File: src/rtl/ram_4x8_ctrl_pkg.sv
// Shared definitions for the 4x8 RAM request controller and its memory model:
// controller state encoding, default geometry and RAM strobe polarity.
package ram_4x8_ctrl_pkg;

  localparam int ADDR_W_DEF = 2;
  localparam int DATA_W_DEF = 8;
  localparam int DEPTH_DEF  = 4;

  // RAM read_write pin polarity
  localparam logic RW_WRITE = 1'b1;
  localparam logic RW_READ  = 1'b0;

  typedef enum logic [2:0] {
    ST_IDLE  = 3'd0,
    ST_WRITE = 3'd1,
    ST_READ  = 3'd2,
    ST_RESP  = 3'd3,
    ST_INIT  = 3'd4
  } state_e;

endpackage

File: src/rtl/ram_4x8_ctrl.sv
// Request-side controller for ram_4x8.
// Handshake rule for both channels: a transfer happens only on a rising edge
// where valid and ready are both 1; the producer holds its payload until then.
// Writes strobe the RAM for one cycle and return nothing; reads sample the
// RAM one cycle after accept and present the word on a held response channel.
// init_start (from IDLE only) sweeps zeros into every word, one per cycle.
module ram_4x8_ctrl
  import ram_4x8_ctrl_pkg::*;
#(
  parameter int ADDR_W = ADDR_W_DEF,
  parameter int DATA_W = DATA_W_DEF,
  parameter int DEPTH  = DEPTH_DEF
) (
  input  logic              clock,
  input  logic              clear,
  input  logic              req_valid,
  output logic              req_ready,
  input  logic              req_write,
  input  logic [ADDR_W-1:0] req_addr,
  input  logic [DATA_W-1:0] req_wdata,
  output logic              rsp_valid,
  input  logic              rsp_ready,
  output logic [DATA_W-1:0] rsp_rdata,
  input  logic              init_start,
  output logic              busy,
  output logic [ADDR_W-1:0] mem_address,
  output logic              mem_read_write,
  output logic [DATA_W-1:0] mem_data,
  input  logic [DATA_W-1:0] mem_rdata
);

  localparam logic [ADDR_W-1:0] CNT_LAST = ADDR_W'(DEPTH - 1);

  state_e            state_q, state_d;
  logic [ADDR_W-1:0] addr_q,  addr_d;
  logic [DATA_W-1:0] wdata_q, wdata_d;
  logic [ADDR_W-1:0] cnt_q,   cnt_d;
  logic [DATA_W-1:0] rdata_q, rdata_d;

  // Next-state and register updates; init_start outranks a pending request
  always_comb begin
    state_d = state_q;
    addr_d  = addr_q;
    wdata_d = wdata_q;
    cnt_d   = cnt_q;
    rdata_d = rdata_q;
    case (state_q)
      ST_IDLE: begin
        if (init_start) begin
          state_d = ST_INIT;
          cnt_d   = '0;
        end else if (req_valid) begin
          addr_d  = req_addr;
          wdata_d = req_wdata;
          state_d = req_write ? ST_WRITE : ST_READ;
        end
      end
      ST_WRITE: begin
        state_d = ST_IDLE;
      end
      ST_READ: begin
        rdata_d = mem_rdata;
        state_d = ST_RESP;
      end
      ST_RESP: begin
        if (rsp_ready) begin
          state_d = ST_IDLE;
        end
      end
      ST_INIT: begin
        if (cnt_q == CNT_LAST) begin
          cnt_d   = '0;
          state_d = ST_IDLE;
        end else begin
          cnt_d = cnt_q + 1'b1;
        end
      end
      default: begin
        state_d = ST_IDLE;
      end
    endcase
  end

  // State and datapath registers with asynchronous clear
  always_ff @(posedge clock or posedge clear) begin
    if (clear) begin
      state_q <= ST_IDLE;
      addr_q  <= '0;
      wdata_q <= '0;
      cnt_q   <= '0;
      rdata_q <= '0;
    end else begin
      state_q <= state_d;
      addr_q  <= addr_d;
      wdata_q <= wdata_d;
      cnt_q   <= cnt_d;
      rdata_q <= rdata_d;
    end
  end

  // Output decode straight from state, so clear takes effect the same cycle
  always_comb begin
    req_ready      = (state_q == ST_IDLE) && !init_start;
    busy           = (state_q != ST_IDLE);
    rsp_valid      = (state_q == ST_RESP);
    rsp_rdata      = rdata_q;
    mem_read_write = RW_READ;
    mem_address    = addr_q;
    mem_data       = '0;
    case (state_q)
      ST_WRITE: begin
        mem_read_write = RW_WRITE;
        mem_data       = wdata_q;
      end
      ST_INIT: begin
        mem_read_write = RW_WRITE;
        mem_address    = cnt_q;
      end
      default: begin
      end
    endcase
  end

endmodule

File: config.mk
export PLATFORM = sky130hd
export DESIGN_NAME = ram_4x8_ctrl
export DESIGN_NICKNAME = d
export VERILOG_FILES = /design/src/rtl/ram_4x8_ctrl_pkg.sv /design/src/rtl/ram_4x8_ctrl.sv
export SDC_FILE = /design/constraint.sdc
export NUM_CORES = 1
export LEC_CHECK = 0
export BUFFER_PORTS_ARGS = -buffer_cell sky130_fd_sc_hd__buf_2
export CAP_MARGIN = 20
export CORE_UTILIZATION = 44
export CTS_BUF_LIST = sky130_fd_sc_hd__clkbuf_4
export DETAILED_ROUTE_END_ITERATION = 6
export GPL_TIMING_DRIVEN = 0
export PLACE_DENSITY = 0.78
export SLEW_MARGIN = 30
export SYNTH_ARGS = -nofsm -noshare
export SYNTH_HDL_FRONTEND = slang
export SYNTH_SLANG_ARGS = --single-unit
File: constraint.sdc
create_clock -name clock -period 1.5 [get_ports clock]
set_clock_uncertainty 0.1 [all_clocks]
set_input_delay 0.3 -clock clock [delete_from_list [all_inputs] [get_ports clock]]
set_output_delay 0.3 -clock clock [all_outputs]
set_load 0.1 [all_outputs]
### After elaboration in Yosys (flattened, before gate mapping)

Cells that the tools add are included.

| word-level totals | value |
|---|---|
| logic and storage cells | 37 |
| bits in registers | 23 |
| output and inout bits | 22 |

| cells by class | value |
|---|---|
| add/subtract/negate cells | 1 |
| reduce and logical (&&, ||, !) cells | 9 |
| multiplexer cells | 12 |
| equal/unequal tests | 9 |
| bitwise operators | 1 |

Operators by type and width:

| cell | count |
|---|---|
| 3-bit two-way mux | 4 |
| 3-bit case mux with 4 select lines | 1 |
| 2-bit two-way mux | 4 |
| 8-bit two-way mux | 1 |
| 3-bit by 2-bit == test with 1-bit output, second input constant | 2 |
| 3-bit AND reduction | 2 |
| 2-bit inequality test, second input constant | 2 |
| 2-bit case mux with 2 select lines | 1 |
| 3-bit by 1-bit == test with 1-bit output, second input constant | 1 |
| 3-bit == test, second input constant | 1 |
| 3-bit logical NOT | 1 |
| 3-bit inequality test, second input constant | 1 |
| 3-bit nonzero test | 1 |
| 2-bit by 1-bit adder with 2-bit output, second input constant | 1 |
| 2-bit == test, second input constant | 1 |
| 2-bit by 1-bit inequality test with 1-bit output, second input constant | 1 |
| 2-bit AND reduction | 1 |
| 2-bit nonzero test | 1 |
| 2-bit OR reduction | 1 |
| 1-bit logical AND | 1 |
| 1-bit logical NOT | 1 |
| 1-bit two-way mux | 1 |
| 1-bit inverter | 1 |

### Longest topological paths before layout

Gate-level depths: netlist of run 1.

| depth | value |
|---|---|
| depth in word-level cells | 4 |
| mapped depth | 5 |

### Worst setup path after synthesis of run 1

No wires, ideal clock.

| timing | value |
|---|---|
| path type | reg2out |
| start | register state_q[0] |
| end | output port mem_address[0] |
| arrival | 3102 ps |
| cell stages (with the launch flop) | 5 |
| path slack | -2002 ps |
| path buffers | 2 |
| data required time | 1100 ps |
| cells stage by stage | dfrtp_1 > buf_6 > or3b_1 > buf_2 > o21ai_0 |

| on the way | value |
|---|---|
| longest elaborated chain between the ends | 2 |

Ends and longest elaborated chain:

| element | line | text |
|---|---|---|
| from (decl) | ram_4x8_ctrl.sv:34 | `state_e state_q, state_d;` |
| from (signal assigned) | ram_4x8_ctrl.sv:93 | `state_q <= state_d;` |
| 3-bit == test | ram_4x8_ctrl.sv:110 | `case (state_q)` |
| 2-bit two-way mux | ram_4x8_ctrl.sv:110 |  |
| to (decl) | ram_4x8_ctrl.sv:26 | `output logic [ADDR_W-1:0] mem_address,` |

No other way between the ends.

### Worst setup path in the final report of run 1

Same ends and word-level chain as after synthesis.

==> Implementation_results.wiki, run 1 <==
{| class="wikitable"
! Metric !! Value
|-
| Outcome || finished with violations
|-
| Violated checks || setup timing
|-
| Detailed Place HPWL || 1.586 mm
|-
| Post-placement worst setup slack || -809.1 ps
|-
| Count of input and output buffers || 45
|-
| Ratio of cells with drive above 1 in the final layout || 0.7325
|-
| Worst R2R Setup Slack || -390 ps
|-
| Area of the mapped netlist || 1065 um^2
|-
| Fin worst setup slack || -621.1 ps
|-
| Achievable Freq || 471.5 MHz
|-
| Final clock period utilization by the worst path || 1.414
|-
| Synth warn || 0
|-
| Num CTS Buffers || 3
|-
| Number of nets with antenna violations after routing || 0
|-
| Startpoint type of the worst setup path || register
|-
| Number of failing setup endpoints in the final timing report || 37
|-
| Violation count after the first detailed-routing iteration || 19
|-
| Net Count, Synth || 111
|-
| Routed via count divided by cell count || 5.076
|-
| Pin count of the biggest net entering global routing || 24
|-
| Critical Path Sink || mem_address[0]
|-
| Worst-case hold slack || 116.6 ps
|-
| # IOs || 46
|-
| Type of the worst setup path || reg2out
|-
| Die Span X || 51.19 um
|-
| Die Footprint || 2620 um^2
|-
| Max-slew violation count || 0
|-
| Instance count of the mapped netlist || 86
|-
| Worst-case reg-to-reg path depth || 8
|-
| Number of H-tree branching levels || 1
|-
| Count of nets after finishing || 183
|-
| Post-synthesis sequential element count || 23
|-
| Share of synthesized area occupied by flip-flops and latches || 0.5405
|-
| Max_cap viols || 0
|-
| Yosys cell types || 23
|-
| DRT Pass-1 Iters || 4
|-
| Endpoints failing hold || 0
|-
| Clock tree sinks || 23
|-
| Vias || 939
|-
| DRC Markers || 0
|-
| Clock tree buffer depth || 2
|-
| End of the worst register-to-register path || state_q[0]$_DFFE_PP0P_
|-
| Data arrival time at the worst-slack endpoint || 1720 ps
|-
| Element type at the critical path end || output pin
|-
| Clock transition at path regs || 120 ps
|-
| Antenna violations before repair || 0
|-
| Total wire length after detailed routing || 3.203 mm
|-
| Relative max-transition margin || 0.4553
|-
| HP Class || in2reg
|-
| Total grt overflow || 0
|-
| Minimum clock period || 2121 ps
|-
| Row Count || 17
|-
| Required time at the worst-slack endpoint || 1100 ps
|-
| Area growth from synthesis to layout || 82.14%
|-
| Launching element of the worst setup path || state_q[0]$_DFFE_PP0P_
|-
| Insertion delay of the later-clocked pin in the worst-skew pair || 300 ps
|-
| Critical-path maximum fanout || 6
|-
| First-pass GRT wire length || 4.788 mm
|-
| Critical R2R Launch || state_q[0]$_DFFE_PP0P_
|-
| Post-DR wirelength/cell || 17.31 um
|-
| Unrepaired setup endpoints after global routing || true
|-
| Starting density of the core || 0.4723
|-
| Placeable Area || 2255 um^2
|-
| Global-route usage over all layers || 0.2607
|-
| Clock root buffer || clkbuf_4
|-
| Transition time of the tightest slew-check pin || 812.0 ps
|-
| Count of cells along the worst hold path || 2
|-
| Number of antenna cells inserted || 0
|-
| TritonCTS clock tree || built
|-
| Vertical die dimension || 51.19 um
|-
| Post-synthesis area per instance || 12.38 um^2
|-
| Vias in the first global route || 981
|-
| Final estimated routing congestion in global placement || 0.7143
|}
worst min-delay path by stage:
stage                                         from                       end  slack, ps
after global routing                  mem_rdata[6]  rsp_rdata[6]$_DFFE_PP0N_        110
after detailed placement  rsp_rdata[1]$_DFFE_PP0N_  rsp_rdata[1]$_DFFE_PP0N_        390
after CTS                                    clear    wdata_q[4]$_DFFE_PP0P_         60
after floorplan                              clear     addr_q[0]$_DFFE_PP0P_        200
after global placement                       clear  rsp_rdata[3]$_DFFE_PP0N_        390
final                                 req_wdata[2]    wdata_q[2]$_DFFE_PP0P_        120
cell families (layout without fill, tap and decap cells):
logic type | count (synthesis) | after routing | synth area share
flip-flops | 23 | 23 | 0.5405
AND/OR/NAND/NOR | 21 | 22 | 0.1387
multiplexers | 18 | 18 | 0.1904
buffers and inverters | 12 | 82 | 0.05523
AO/OA/AOI/OAI | 10 | 10 | 0.05522
adder cells (fa/ha/maj) | 1 | 1 | 0.01175
XOR/XNOR | 1 | 1 | 0.008227
final cells by class:
class	count	area, um^2
multi-input combinational	52	601.8
tap	28	35.03
fill	113	315.3
timing repair buffer	66	620.6
sequential	23	576.8
inverter	8	33.78
clock buffer	4	30.03
buffer	4	41.29
worst max-delay path: stages (launching register included):
cell and delay, ps:
dfrtp_1 390, buf_6 130, or3b_1 390, buf_6 160, o21ai_4 170, buf_12 190
cell usage after synthesis (all sizes together):
cell type / n / area share
inv: 8 / 0.028
buf: 4 / 0.027
a21oi: 2 / 0.0094
and2: 8 / 0.047
nor3: 1 / 0.0047
ha: 1 / 0.012
xnor2: 1 / 0.0082
nand3b: 1 / 0.0071
dfrtp: 23 / 0.54
or3: 2 / 0.013
nor4: 1 / 0.020
o21ai: 3 / 0.014
mux2: 18 / 0.19
or3b: 1 / 0.0082
nor2: 2 / 0.0071
o22ai: 4 / 0.023
nand2: 3 / 0.018
nor3b: 2 / 0.014
o2bb2ai: 1 / 0.0082
flip-flops by register name (all words and copies together), names as in the netlist:
| name | flops |
|---|---|
| state_q | 3 |
| rsp_rdata | 8 |
| addr_q | 2 |
| cnt_q | 2 |
| wdata_q | 8 |
through the flow:
stage	instances	util	cell area (um^2)	setup TNS [ps]
after floorplan	86	-	1115	-16360
after global placement	159	0.6099	1375	-8795
after detailed placement	159	0.6099	1375	-9113
after CTS	176	0.8130	1833	-9341
after global routing	185	0.8602	1939	-13760
final	185	0.8602	1939	-11530
layout by cell type (no fill, tap or decap), types with 2 or more instances in the layout:
cell      count
nand2_8       2
inv_1         6
buf_4        22
nand2_2       2
a21oi_1       2
clkbuf_4      5
o21ai_4       2
buf_12       12
buf_2        23
and2_4        8
mux2_4        8
buf_6        11
dfrtp_1      22
nor2_1        2
mux2_2       10
o22ai_2       2
routing by layer:
layer  wire length (um)  track usage  vias to the layer above
met5                  0            0                        -
met1               1234       0.2854                      473
li1                   -            -                      436
met2               1840       0.5110                       24
met3                 80      0.02083                        6
met4                 48      0.09722                        0
what timing repair did:
action | 4_1_cts | 5_1_grt
hold endpoints to repair | 0 | 23
pin swaps | 15 | 6
setup buffers | 11 | 10
gates cloned | 2 | 0
hold buffers | 0 | 1
setup endpoints to repair | 41 | 38
gates resized for setup | 84 | 10
Power of run 1 is left out: the tool's default activity adds up to more than one toggle a clock period on the data nets, which glitch-free logic cannot reach.
==> inputs of run 2 (changes only) <==
- CTS_CLUSTER_SIZE: not set -> 30
- SKIP_CTS_REPAIR_TIMING: not set -> 1
==> run 2 against run 1 <==
The run still ends with setup timing left. Critical endpoint is now mem_address[1]. Global-route usage fell by 7.8 points. Sequential cell count unchanged. Highest routed layer unchanged. Count of clock-buffer cells in the layout did not move. Routed wire length rose by 2.1%. Non-clock buffer count unchanged.
==> Implementation_results.wiki, run 2 (synthesis results as in run 1) <==
{| class="wikitable"
! Metric !! Value
|-
| Num CTS Buffers || 3 (unchanged)
|-
| Area growth from synthesis to layout || 83.67%
|-
| Required time at the worst-slack endpoint || 1100 ps (about the same)
|-
| Number of antenna cells inserted || 0 (unchanged)
|-
| Post-DR wirelength/cell || 17.68 um (+2.1%)
|-
| Pin count of the biggest net entering global routing || 24 (unchanged)
|-
| Clock root buffer || clkbuf_4
|-
| Number of buffer and inverter stages on the critical path || 3 (unchanged)
|-
| DRC Markers || 0 (unchanged)
|-
| HP Class || in2reg
|-
| # IOs || 46 (unchanged)
|-
| Data arrival time at the worst-slack endpoint || 1730 ps (about the same)
|-
| First-pass GRT wire length || 3.512 mm (-27%)
|-
| Most frequent standard cell in the layout excluding fill and tap cells || buf_2
|-
| Vias in the first global route || 826 (-16%)
|-
| Antenna violations before repair || 0 (unchanged)
|-
| Cell type of the slowest stage on the worst timing path || dfrtp_1
|-
| Element type at the critical path end || output pin
|-
| Ratio of cells with drive above 1 in the final layout || 0.7389 (+0.006369)
|-
| Critical-path maximum fanout || 5 (-1)
|-
| Number of nets with antenna violations after routing || 0 (unchanged)
|-
| Clock tree buffer depth || 2 (unchanged)
|-
| Number of failing setup endpoints in the final timing report || 37 (unchanged)
|-
| Row Count || 17 (unchanged)
|-
| Insertion delay of the later-clocked pin in the worst-skew pair || 310 ps (about the same)
|-
| Critical path cell sequence || buf_6 -> or3b_1 -> buf_6 -> o21ai_4 -> buf_12
|-
| Count of nets after finishing || 183 (unchanged)
|-
| Fin worst setup slack || -626.5 ps (-5.364 ps)
|-
| Vias || 955 (+1.7%)
|-
| Final clock period utilization by the worst path || 1.418 (+0.003576)
|-
| Outcome || finished with violations
|-
| Achievable Freq || 470.3 MHz (-0.25%)
|-
| Endpoints failing hold || 0 (unchanged)
|-
| Highest-count cells in the layout ignoring fill and taps || buf_2, dfrtp_1, buf_4
|-
| Die Footprint || 2620 um^2 (unchanged)
|-
| Clock tree sinks || 23 (unchanged)
|-
| Detailed Place HPWL || 1.586 mm (unchanged)
|-
| Routed via count divided by cell count || 5.162 (+1.7%)
|-
| Placeable Area || 2255 um^2 (unchanged)
|-
| Relative max-transition margin || 0.4536 (-0.001762)
|-
| Type of the worst setup path || reg2out
|-
| Vertical die dimension || 51.19 um (unchanged)
|-
| Number of H-tree branching levels || 1 (unchanged)
|-
| Die Span X || 51.19 um (unchanged)
|-
| Max-slew violation count || 0 (unchanged)
|-
| Highest cell delay on the worst timing path || 400 ps (about the same)
|-
| Violated checks || setup timing
|-
| Unrepaired setup endpoints after global routing || true
|-
| Library cell appearing most often on the critical path || buf_6
|-
| Global-route usage over all layers || 0.1824 (-0.07830)
|-
| Total wire length after detailed routing || 3.270 mm (+2.1%)
|-
| Transition time of the tightest slew-check pin || 814.6 ps (+2.626 ps)
|-
| DRT Pass-1 Iters || 4 (unchanged)
|-
| Gate family responsible for the most delay along the worst path || buffers and inverters
|-
| Total grt overflow || 0 (unchanged)
|-
| Startpoint type of the worst setup path || register
|-
| Post-Place Cell Area || 1375 um^2 (unchanged)
|-
| Violation count after the first detailed-routing iteration || 9 (-10)
|-
| Max_cap viols || 0 (unchanged)
|-
| Count of input and output buffers || 45 (unchanged)
|-
| Starting density of the core || 0.4723 (unchanged)
|-
| Final estimated routing congestion in global placement || 0.7143 (unchanged)
|-
| Design area || 1956 um^2 (+0.84%)
|-
| TritonCTS clock tree || built
|-
| Clock transition at path regs || 130 ps (about the same)
|-
| Minimum clock period || 2126 ps (+5.364 ps)
|}
[run 2: worst register-to-register path: cells and delay by family, from the launching register on]
family | cells | cell delay [ps]
buf+inv | 5 | 690
flops | 1 | 400
simple gates | 2 | 400
mux | 1 | 290
[run 2: worst paths after layout]
| check | start | to | slack, ps | cells past startpoint |
|---|---|---|---|---|
| setup / recovery | state_q[0]$_DFFE_PP0P_ | mem_address[1] | -630 | 5 |
| max in group asynchronous | clear | state_q[1]$_DFFE_PP0P_ | 410 | 3 |
| min in group asynchronous | clear | rsp_rdata[6]$_DFFE_PP0N_ | 480 | 3 |
| hold reg to reg | wdata_q[3]$_DFFE_PP0P_ | wdata_q[3]$_DFFE_PP0P_ | 430 | 1 |
| setup reg to reg | state_q[0]$_DFFE_PP0P_ | addr_q[0]$_DFFE_PP0P_ | -480 | 8 |
| hold / removal | rsp_ready | state_q[0]$_DFFE_PP0P_ | 100 | 2 |
[run 2: metal layers]
metal  vias to the layer above  global-route usage  share of wire
met1                       472              0.2046           0.39
met2                        36              0.3399           0.56
li1                        438                   -              -
met5                         -                   0              0
met4                         0             0.08796          0.022
met3                         9             0.01786          0.028
[run 2: cell type report]
| type | count | area [um^2] |
|---|---|---|
| sequential | 23 | 576.8 |
| tap | 28 | 35.03 |
| timing repair buffer | 66 | 628.1 |
| fill | 110 | 299.0 |
| inverter | 8 | 33.78 |
| clock buffer | 4 | 30.03 |
| buffer | 4 | 45.04 |
| multi-input combinational | 52 | 606.8 |
[run 2: through the flow]
stage / hold slack, ps / worst slack (ps) / TNS, ps / util / instances
after global routing: 102.2 / -670.8 / -15520 / 0.8674 / 185
after floorplan: 201.9 / -927.4 / -16360 / - / 86
after CTS: 60.72 / -1173 / -14670 / 0.6232 / 163
after detailed placement: 390.3 / -809.1 / -9113 / 0.6099 / 159
after global placement: 385.5 / -831.2 / -8795 / 0.6099 / 159
final: 102.5 / -626.5 / -13660 / 0.8674 / 185
Power of run 2 is left out for the same reason.
